<file path="config.mk">
export PLATFORM = sky130hd
export DESIGN_NAME = axi_wr_arbiter
export DESIGN_NICKNAME = d
export VERILOG_FILES = /design/src/rtl/axi_arb_pkg.sv /design/src/rtl/rr_arbiter.sv /design/src/rtl/axi_wr_arbiter.sv
export SDC_FILE = /design/constraint.sdc
export NUM_CORES = 1
export LEC_CHECK = 0
export ABC_AREA = 0
export BUFFER_PORTS_ARGS = -buffer_cell sky130_fd_sc_hd__clkbuf_2
export CORE_AREA = 2 2 113 115
export DETAILED_ROUTE_END_ITERATION = 16
export DIE_AREA = 0 0 115 117
export PLACE_DENSITY_LB_ADDON = 0.05
export SKIP_LAST_GASP = 1
export SLEW_MARGIN = 20
export SYNTH_ARGS = -nofsm -noshare
export SYNTH_HDL_FRONTEND = slang
export SYNTH_SLANG_ARGS = --single-unit
</file>
<file path="constraint.sdc">
create_clock -name clk -period 1.7 [get_ports clk]
set_input_delay 0 -clock clk [delete_from_list [all_inputs] [get_ports clk]]
set_output_delay 0 -clock clk [all_outputs]
set_load 0.01 [all_outputs]
</file>
<file path="src/rtl/axi_arb_pkg.sv">
// Shared FSM type and AXI3 encodings for the multi-master write-path arbiter.
package axi_arb_pkg;

  typedef enum logic [1:0] {
    IDLE = 2'd0,
    ADDR = 2'd1,
    DATA = 2'd2,
    RESP = 2'd3
  } state_e;

  localparam logic [1:0] FIXED  = 2'b00;
  localparam logic [1:0] INCR   = 2'b01;
  localparam logic [1:0] WRAP   = 2'b10;

  localparam logic [1:0] OKAY   = 2'b00;
  localparam logic [1:0] SLVERR = 2'b10;

endpackage

</file>
<file path="src/rtl/rr_arbiter.sv">
// Combinational round-robin pick: first requester strictly after ptr, wrapping modulo NUM_MST.
module rr_arbiter #(
  parameter int NUM_MST = 2
) (
  input  logic [NUM_MST-1:0]         req,
  input  logic [$clog2(NUM_MST)-1:0] ptr,
  output logic [NUM_MST-1:0]         gnt_oh,
  output logic [$clog2(NUM_MST)-1:0] gnt_idx,
  output logic                       gnt_vld
);

  localparam int GW = $clog2(NUM_MST);

  always_comb begin
    gnt_oh  = '0;
    gnt_idx = '0;
    gnt_vld = 1'b0;
    for (int k = 1; k <= NUM_MST; k++) begin
      if (!gnt_vld && req[(int'(ptr) + k) % NUM_MST]) begin
        gnt_vld                            = 1'b1;
        gnt_oh[(int'(ptr) + k) % NUM_MST]  = 1'b1;
        gnt_idx                            = GW'((int'(ptr) + k) % NUM_MST);
      end
    end
  end

endmodule

</file>
<file path="src/rtl/axi_wr_arbiter.sv">
// Shares one AXI3 write path among NUM_MST masters, one transaction at a time,
// with W/B locked to the AW winner until the write response completes.
module axi_wr_arbiter
  import axi_arb_pkg::*;
#(
  parameter int NUM_MST = 2,
  parameter int ID_W    = 4,
  parameter int ADDR_W  = 32,
  parameter int DATA_W  = 32,
  parameter int LEN_W   = 4
) (
  input  logic                              clk,
  input  logic                              rst,
  input  logic [NUM_MST-1:0]                m_awvalid,
  output logic [NUM_MST-1:0]                m_awready,
  input  logic [NUM_MST*ID_W-1:0]           m_awid,
  input  logic [NUM_MST*ADDR_W-1:0]         m_awaddr,
  input  logic [NUM_MST*LEN_W-1:0]          m_awlen,
  input  logic [NUM_MST*3-1:0]              m_awsize,
  input  logic [NUM_MST*2-1:0]              m_awburst,
  input  logic [NUM_MST-1:0]                m_wvalid,
  output logic [NUM_MST-1:0]                m_wready,
  input  logic [NUM_MST*DATA_W-1:0]         m_wdata,
  input  logic [NUM_MST*(DATA_W/8)-1:0]     m_wstrb,
  input  logic [NUM_MST-1:0]                m_wlast,
  output logic [NUM_MST-1:0]                m_bvalid,
  input  logic [NUM_MST-1:0]                m_bready,
  output logic [NUM_MST*ID_W-1:0]           m_bid,
  output logic [NUM_MST*2-1:0]              m_bresp,
  output logic                              s_awvalid,
  input  logic                              s_awready,
  output logic [ID_W-1:0]                   s_awid,
  output logic [ADDR_W-1:0]                 s_awaddr,
  output logic [LEN_W-1:0]                  s_awlen,
  output logic [2:0]                        s_awsize,
  output logic [1:0]                        s_awburst,
  output logic                              s_wvalid,
  input  logic                              s_wready,
  output logic [ID_W-1:0]                   s_wid,
  output logic [DATA_W-1:0]                 s_wdata,
  output logic [DATA_W/8-1:0]               s_wstrb,
  output logic                              s_wlast,
  input  logic                              s_bvalid,
  output logic                              s_bready,
  input  logic [ID_W-1:0]                   s_bid,
  input  logic [1:0]                        s_bresp,
  output logic [$clog2(NUM_MST)-1:0]        grant,
  output logic                              busy,
  output logic                              err_wlast,
  output logic                              err_bid
);

  localparam int GW = $clog2(NUM_MST);
  localparam int SW = DATA_W / 8;

  state_e               state;
  logic [GW-1:0]        ptr;
  logic [NUM_MST-1:0]   grant_oh;
  logic [LEN_W-1:0]     beat_cnt;
  logic [ID_W-1:0]      wid_q;
  logic [NUM_MST-1:0]   arb_oh;
  logic [GW-1:0]        arb_idx;
  logic                 arb_vld;
  logic                 aw_hs, w_hs, b_hs;
  int                   gi;

  rr_arbiter #(.NUM_MST(NUM_MST)) u_rr (
    .req     (m_awvalid),
    .ptr     (ptr),
    .gnt_oh  (arb_oh),
    .gnt_idx (arb_idx),
    .gnt_vld (arb_vld)
  );

  assign gi    = int'(grant);
  assign busy  = (state != IDLE);
  assign aw_hs = s_awvalid & s_awready;
  assign w_hs  = s_wvalid & s_wready;
  assign b_hs  = s_bvalid & s_bready;

  // Channel muxing: only the channel owned by the current state is routed; everything else idles at 0.
  always_comb begin
    s_awvalid = 1'b0;
    s_awid    = '0;
    s_awaddr  = '0;
    s_awlen   = '0;
    s_awsize  = '0;
    s_awburst = '0;
    s_wvalid  = 1'b0;
    s_wid     = '0;
    s_wdata   = '0;
    s_wstrb   = '0;
    s_wlast   = 1'b0;
    s_bready  = 1'b0;
    m_awready = '0;
    m_wready  = '0;
    m_bvalid  = '0;
    m_bid     = '0;
    m_bresp   = '0;
    case (state)
      ADDR: begin
        s_awvalid = m_awvalid[grant];
        s_awid    = m_awid[gi*ID_W +: ID_W];
        s_awaddr  = m_awaddr[gi*ADDR_W +: ADDR_W];
        s_awlen   = m_awlen[gi*LEN_W +: LEN_W];
        s_awsize  = m_awsize[gi*3 +: 3];
        s_awburst = m_awburst[gi*2 +: 2];
        m_awready = grant_oh & {NUM_MST{s_awready}};
      end
      DATA: begin
        s_wvalid = m_wvalid[grant];
        s_wid    = wid_q;
        s_wdata  = m_wdata[gi*DATA_W +: DATA_W];
        s_wstrb  = m_wstrb[gi*SW +: SW];
        s_wlast  = m_wlast[grant];
        m_wready = grant_oh & {NUM_MST{s_wready}};
      end
      RESP: begin
        s_bready = m_bready[grant];
        m_bvalid = grant_oh & {NUM_MST{s_bvalid}};
        m_bid    = {NUM_MST{s_bid}};
        m_bresp  = {NUM_MST{s_bresp}};
      end
      default: ;
    endcase
  end

  always_ff @(posedge clk or posedge rst) begin
    if (rst) begin
      state     <= IDLE;
      grant     <= '0;
      grant_oh  <= '0;
      ptr       <= GW'(NUM_MST - 1);
      beat_cnt  <= '0;
      err_wlast <= 1'b0;
      err_bid   <= 1'b0;
    end else begin
      err_wlast <= 1'b0;
      err_bid   <= 1'b0;
      case (state)
        IDLE: if (arb_vld) begin
          grant    <= arb_idx;
          grant_oh <= arb_oh;
          state    <= ADDR;
        end
        ADDR: if (aw_hs) begin
          beat_cnt <= s_awlen;
          state    <= DATA;
        end
        DATA: if (w_hs) begin
          // The burst always ends on wlast; a count disagreement is only reported.
          beat_cnt  <= beat_cnt - LEN_W'(1);
          err_wlast <= s_wlast ^ (beat_cnt == '0);
          if (s_wlast) state <= RESP;
        end
        RESP: if (b_hs) begin
          err_bid <= (s_bid != wid_q);
          ptr     <= grant;
          state   <= IDLE;
        end
        default: state <= IDLE;
      endcase
    end
  end

  always_ff @(posedge clk) begin
    if (aw_hs) wid_q <= s_awid;
  end

endmodule

</file>
# Word level (Yosys, flattened, before mapping)
# Cells that the tools add are included.
[totals] inputBits=181 ff_bits=16 out_inout_bits=111
[op_classes] order_cmp=5 n_eq_ne=9 mul=1 n_reduce_logical=12 muxes=54 n_shift=7 n_bitwise=10 add_sub_neg=3
[op_table] op="64-bit by 7-bit variable part select with 32-bit output" count=2
[op_table] op="32-bit two-way mux" count=2
[op_table] op="1-bit two-way mux" count=28
[op_table] op="4-bit two-way mux" count=7
[op_table] op="8-bit by 4-bit variable part select with 4-bit output" count=3
[op_table] op="2-bit two-way mux" count=11
[op_table] op="2-bit != test, second input constant" count=5
[op_table] op="8-bit two-way mux" count=1
[op_table] op="2-bit case mux with 4 select lines" count=1
[op_table] op="4-bit case mux with 2 select lines" count=1
[op_table] op="2-bit AND" count=3
[op_table] op="2-bit by 3-bit less-than comparator with 1-bit output, second input constant" count=2
[op_table] op="6-bit by 4-bit variable part select with 3-bit output" count=1
[op_table] op="5-bit AND reduction" count=1
[op_table] op="2-bit == test, second input constant" count=2
[op_table] op="2-bit by 1-bit greater-or-equal comparator with 1-bit output, second input constant" count=2
[op_table] op="4-bit logical NOT" count=1
[op_table] op="4-bit != test" count=1
[op_table] op="2-bit AND reduction" count=2
[op_table] op="2-bit nonzero test" count=2
[op_table] op="4-bit by 3-bit variable part select with 2-bit output" count=1
[op_table] op="4-bit by 1-bit subtractor with 4-bit output, second input constant" count=1
[op_table] op="1-bit AND" count=3
[op_table] op="1-bit logical AND" count=3
[op_table] op="other kinds (12)" count=15

# Longest topological paths before layout
[depth] ltp_word=11 ltp_mapped=7 depth_no_buf=6

# Cells and area by module
# From an unflattened synthesis, not the netlist that was laid out.
[hier_totals] hier_cells=297 area_unflattened_um2=2332.2
[by_module_without_submodules] mod="axi_wr_arbiter" area_each_um2=2299.7 instances=1 cells_per_inst=292 seq_area_each_um2=421.7
[by_module_without_submodules] mod="rr_arbiter" area_each_um2=32.5 instances=1 cells_per_inst=5 seq_area_each_um2=0.0

# Least setup slack after synthesis
# OpenSTA, ideal clock, no wires.
[synth_timing] path_type="reg-to-reg" startpoint="register state[1]" endpoint="register wid_q[0], data pin" path_slack_ns=-0.013 setup_ns=0.284 synth_period_minus_slack_ns=1.713 t_required_ns=1.416 t_arrival_ns=1.429 stages_incl_launch_ff=7 path_cell_list="dfrtp_1 -> inv_1 -> ha_1 -> inv_1 -> clkbuf_1 -> clkbuf_1 -> nor2_1"
[synth_via] elab_chain_cells=2
[synth_lines] item="start: declaration" line="axi_wr_arbiter.sv:56" source="state_e state;"
[synth_lines] item="start signal: assignment" line="axi_wr_arbiter.sv:130" source="state <= IDLE;"
[synth_lines] item="start signal: assignment" line="axi_wr_arbiter.sv:144" source="state <= ADDR;"
[synth_lines] item="start signal: assignment" line="axi_wr_arbiter.sv:148" source="state <= DATA;"
[synth_lines] item="2-bit by 1-bit == test with 1-bit output" line="axi_wr_arbiter.sv:100" source="case (state)"
[synth_lines] item="4-bit two-way mux" line="axi_wr_arbiter.sv:100"
[synth_lines] item="net s_awid[0]" line="axi_wr_arbiter.sv:32" source="output logic [ID_W-1:0] s_awid,"
[synth_lines] item="end signal: assignment" line="axi_wr_arbiter.sv:167" source="if (aw_hs) wid_q <= s_awid;"
[synth_lines] item="end: declaration" line="axi_wr_arbiter.sv:60" source="logic [ID_W-1:0] wid_q;"
# The timed path passes the listed nets, and every way through them passes these cells.
# A chain may end at the register's enable or synchronous reset.

# Final worst setup path
[layout_timing] startpoint="register grant" endpoint="register beat_cnt[0]"
[layout_via] elab_chain_cells=6 word_cells_on_any_way=15 cone_classes="2 x eq/ne; 1 x shift; 9 x mux; 2 x bitwise; 1 x reduce/logical"
[layout_lines] item="start: declaration" line="axi_wr_arbiter.sv:47" source="output logic [$clog2(NUM_MST)-1:0] grant,"
[layout_lines] item="start signal: assignment" line="axi_wr_arbiter.sv:142" source="grant <= arb_idx;"
[layout_lines] item="branches (longest 6 deep; another with 8-bit by 4-bit variable part select with 4-bit output)"
[layout_lines] item="end signal: assignment" line="axi_wr_arbiter.sv:147" source="beat_cnt <= s_awlen;"
[layout_lines] item="end signal: assignment" line="axi_wr_arbiter.sv:152" source="beat_cnt <= beat_cnt - LEN_W'(1);"
[layout_lines] item="end: declaration" line="axi_wr_arbiter.sv:59" source="logic [LEN_W-1:0] beat_cnt;"
# Parallel ways; which one is timed is not known. The select of a mux whose other input is x is not followed.

==> impl_summary.md <==
Setup path
The biggest fanout along the worst timing path is 6. The worst reg2reg path startpoint is grant. The critical path goes through mux2i_2 > o21a_2 > or4b_1 > o211ai_1. The buffers plus inverters on the worst setup path is 0.

Measured in cells, the most critical reg-to-reg path has a length of 4. STA classifies the critical path startpoint as a register. The end point of the critical path is beat_cnt[0].

The worst flop-to-flop path endpoint is beat_cnt[0]. Data arrives at the worst endpoint at 1.80 ns. The slowest cell on the critical path is dfrtp_4. The worst setup path is captured at a register.

For this run, the slowest stage of the critical path takes 0.53 ns. For flop-to-flop paths, the worst setup slack is 0.06 ns. The logic depth of the worst setup path including buffers is 4. The critical path starts at grant. The worst path required time is 1.86 ns. The cell family contributing the most delay on the critical path is flip-flops. The kind of critical path is register to register.

Clock tree
The tree is rooted in a clkbuf_16. For this design, the sink count on the clock tree is 16. CTS built an H-tree with a depth of 1. The number of clock buffers inserted by TritonCTS is 3. In this run the deepest clock path goes through 2 buffers. The clock latency reported for the late side of the worst-skew pair is 0.25 ns.

The CTS tree is done. The clock-pin slew reported for the worst setup and hold paths after clock tree synthesis is 0.05 ns.

Routing
The post-route antenna net violation count is 0. The vias after detailed routing is 3176. The violation count after the first detailed-routing iteration is 66. Summed over all layers, the routed wires come to 10100 microns.

The routed via count divided by cell count is 4.26. The number of design rule violations left after detail routing is 0. The total iterations of the first detailed-routing run is 4. In the final routed layout, each cell accounts on average for 13.5 microns.

Finish
The sequential cells in the finished layout cover a total of 427 sq um. The number of diodes is 0. The final layout contains 784 nets. The library cell used most frequently in the layout, excluding fill and tap cells, is clkbuf_2. The multi-input gate area in the final layout is 1850 sq um. In the final layout, the share of cells above drive strength 1 is 58.6%. The final-layout fill cell count is 1333.

In the layout the commonest cells are clkbuf_2 (290), mux2i_1 (83), nor2_1 (44), nor2b_1 (41), buf_4 (21). Compared with the post-synthesis result, the final layout area differs by 83.8%. The fraction of the core area covered by cells at the end of the flow is 35.4%.

Timing
The smallest clock period supported by the final layout is computed as 1.64 ns. The final max-slew violation count is 0. The number of hold-slack violations in the final timing report came to 0. Setup repair after global routing could not meet its margin everywhere. The normalized max-slew margin is 65.6%. The final critical-path share of the clock period is 96.5%.

The maximum achievable frequency is 610 MHz. The slew at the pin with the worst max-slew slack is 0.516 ns. The final setup violation count is 0. The final worst clock skew is 0.00217 ns.

Yosys
The synthesized design contains 4 enable-type register cells. In the post-synthesis netlist, the biggest area contributors are mux2i_1 (36%), dfrtp_1 (12%), nor2b_1 (11%). The share of synthesized cell area in and, or, nand and nor gates is 28.1%. Of the synthesized area, sequential elements account for 17.8%. The post-synthesis register bit count is 16. Summed over its instances, the top area cell type makes up 36.3% of the synthesized netlist area. After synthesis, the largest family of logic cells by area is multiplexers. The total of warnings raised by yosys is 0.

The number of standard cells after synthesis is 297. When the netlist entered floorplanning its net count stood at 484. The synthesized netlist devotes 1.85% of its cell area to XOR and XNOR gates. After Yosys synthesis, full adders, half adders and majority gates account for 3.16% of the synthesized area. The leading area contributor after synthesis is mux2i_1. The prevailing post-synth register cell is dfrtp_1. The mux contribution to synthesized area is 37.7%.

The number of distinct library cell variants in the gate-level netlist after synthesis is 34. The compound-cell area share of the yosys netlist is 3.95%. The average cell area after synthesis is 7.99 sq um. The synthesized netlist occupies a cell area of 2370 sq um. For this run, asynchronously set or reset flops after synthesis account for 75.0%.

Floorplanning
The effective utilization at floorplan is 19.3%. The die area is 13500 sq um. The die is 115 microns wide. The floorplan die height is 117 microns. The initialized floorplan defines 41 standard-cell rows. In this run the count of I/O pins placed on the die edge is 292.

The core region is 12300 sq um.

Placed design
Routability-driven placement finished with a final weighted congestion of 0.714. The number of port buffers is 291. The wire-length estimate of the detail-placed layout is 8600 microns.

Power
The power density over the cells is 1480 nW/um^2. The sum of internal, switching and leakage power is 6.45 mW. The reported leakage power is 2.58 nW. The worst vdd rail ir drop is 0.598 mV.

Hold path
The class of the worst hold path is primary input to register. The worst hold path begins at s_wready. Counting instances, the worst hold path has a depth of 3.

Global routing
The number of global-route vias before repair is 2866. The pin count of the biggest net entering global routing is 36. The initial antenna violation count came to 0. The aggregate global-route resource usage is 13.1%. The first global-routing pass estimated 14000 microns of wire. The total overflow reported by the global router is 0.

Status
The run finished with clean final reports.

Job
The max-cap violation count is 0.
[power breakdown]
group / switching (mW) / total, mW / internal [mW]
logic: 2.64 / 5.27 / 2.63
registers: 0.146 / 0.713 / 0.567
clock network: 0.150 / 0.468 / 0.318
[through the flow]
stage / setup slack (ns) / hold WS [ns] / instance area, sq um / std cells / setup TNS (ns)
after floorplan: 0.0843 / -0.136 / 2370 / 297 / 0
after global placement: -0.0121 / 0.0578 / 4090 / 737 / -0.0121
after detailed placement: -0.0286 / 0.0596 / 4090 / 737 / -0.0286
after CTS: -0.00929 / 0.00708 / 4210 / 741 / -0.0144
after global routing: -0.0291 / 0.0170 / 4360 / 746 / -0.0736
final: 0.0599 / 0.00353 / 4360 / 746 / 0
[cells in the mapped netlist (6+ instances only)]
cell,number
buf_4,7
and3_1,6
and2_1,10
nor2b_1,41
clkbuf_1,12
nor2_1,51
dfrtp_1,11
ha_1,6
mux2i_1,86
nand2_1,9
buf_2,9
inv_1,9
[worst min-delay path by stage]
stage / endpoint / slack, ns
final: err_wlast / 0.004
after global routing: err_wlast / 0.02
after detailed placement: beat_cnt[1] / 0.06
after CTS: grant_oh[0] / 0.007
after global placement: beat_cnt[1] / 0.06
after floorplan: beat_cnt[0] / -0.14
[layer usage]
layer	part of all wire, %	vias to the layer above	GRT usage (%)	wire (microns)
li1	-	1601	-	-
met1	37	1414	14.2	3680
met2	54	157	26.4	5470
met3	8.7	4	3.35	872
met4	0.43	0	1.37	43
met5	0	-	0	0
[worst reg2reg max path, stage by stage (launching register included)]
cell	delay [ns]
dfrtp_4	0.53
mux2i_2	0.19
o21a_2	0.24
or4b_1	0.50
o211ai_1	0.10
[final cells by class]
| type | instances | share of cell area [%] |
|---|---|---|
| timing repair buffer | 323 | 41.0 |
| tap | 150 | 4.30 |
| sequential | 16 | 9.78 |
| inverter | 9 | 0.774 |
| clock buffer | 4 | 1.81 |
| multi-input combinational | 244 | 42.4 |
[sequential cells by signal, summed over array words and instances (netlist names)]
register and flops:
wid_q 4, grant 1, ptr 1, err_bid 1, grant_oh 2, err_wlast 1, state 2, beat_cnt 4
[what timing repair did]
item	in CTS	in global routing
hold buffers	1	0
pin swaps	0	1
gates resized for setup	9	31
setup endpoints to repair	68	90
endpoints found under the hold margin	11	0
setup buffers	0	4
gates cloned	0	1
[cell families (layout without fill, tap and decap cells)]
group,count (synthesis),count (layout)
fa+ha+maj,6,6
compound gates,13,13
simple gates,131,131
buf+inv,37,336
flops,16,16
mux,89,89
xor+xnor,5,5
Note: power is estimated with default switching activity, not from simulation.
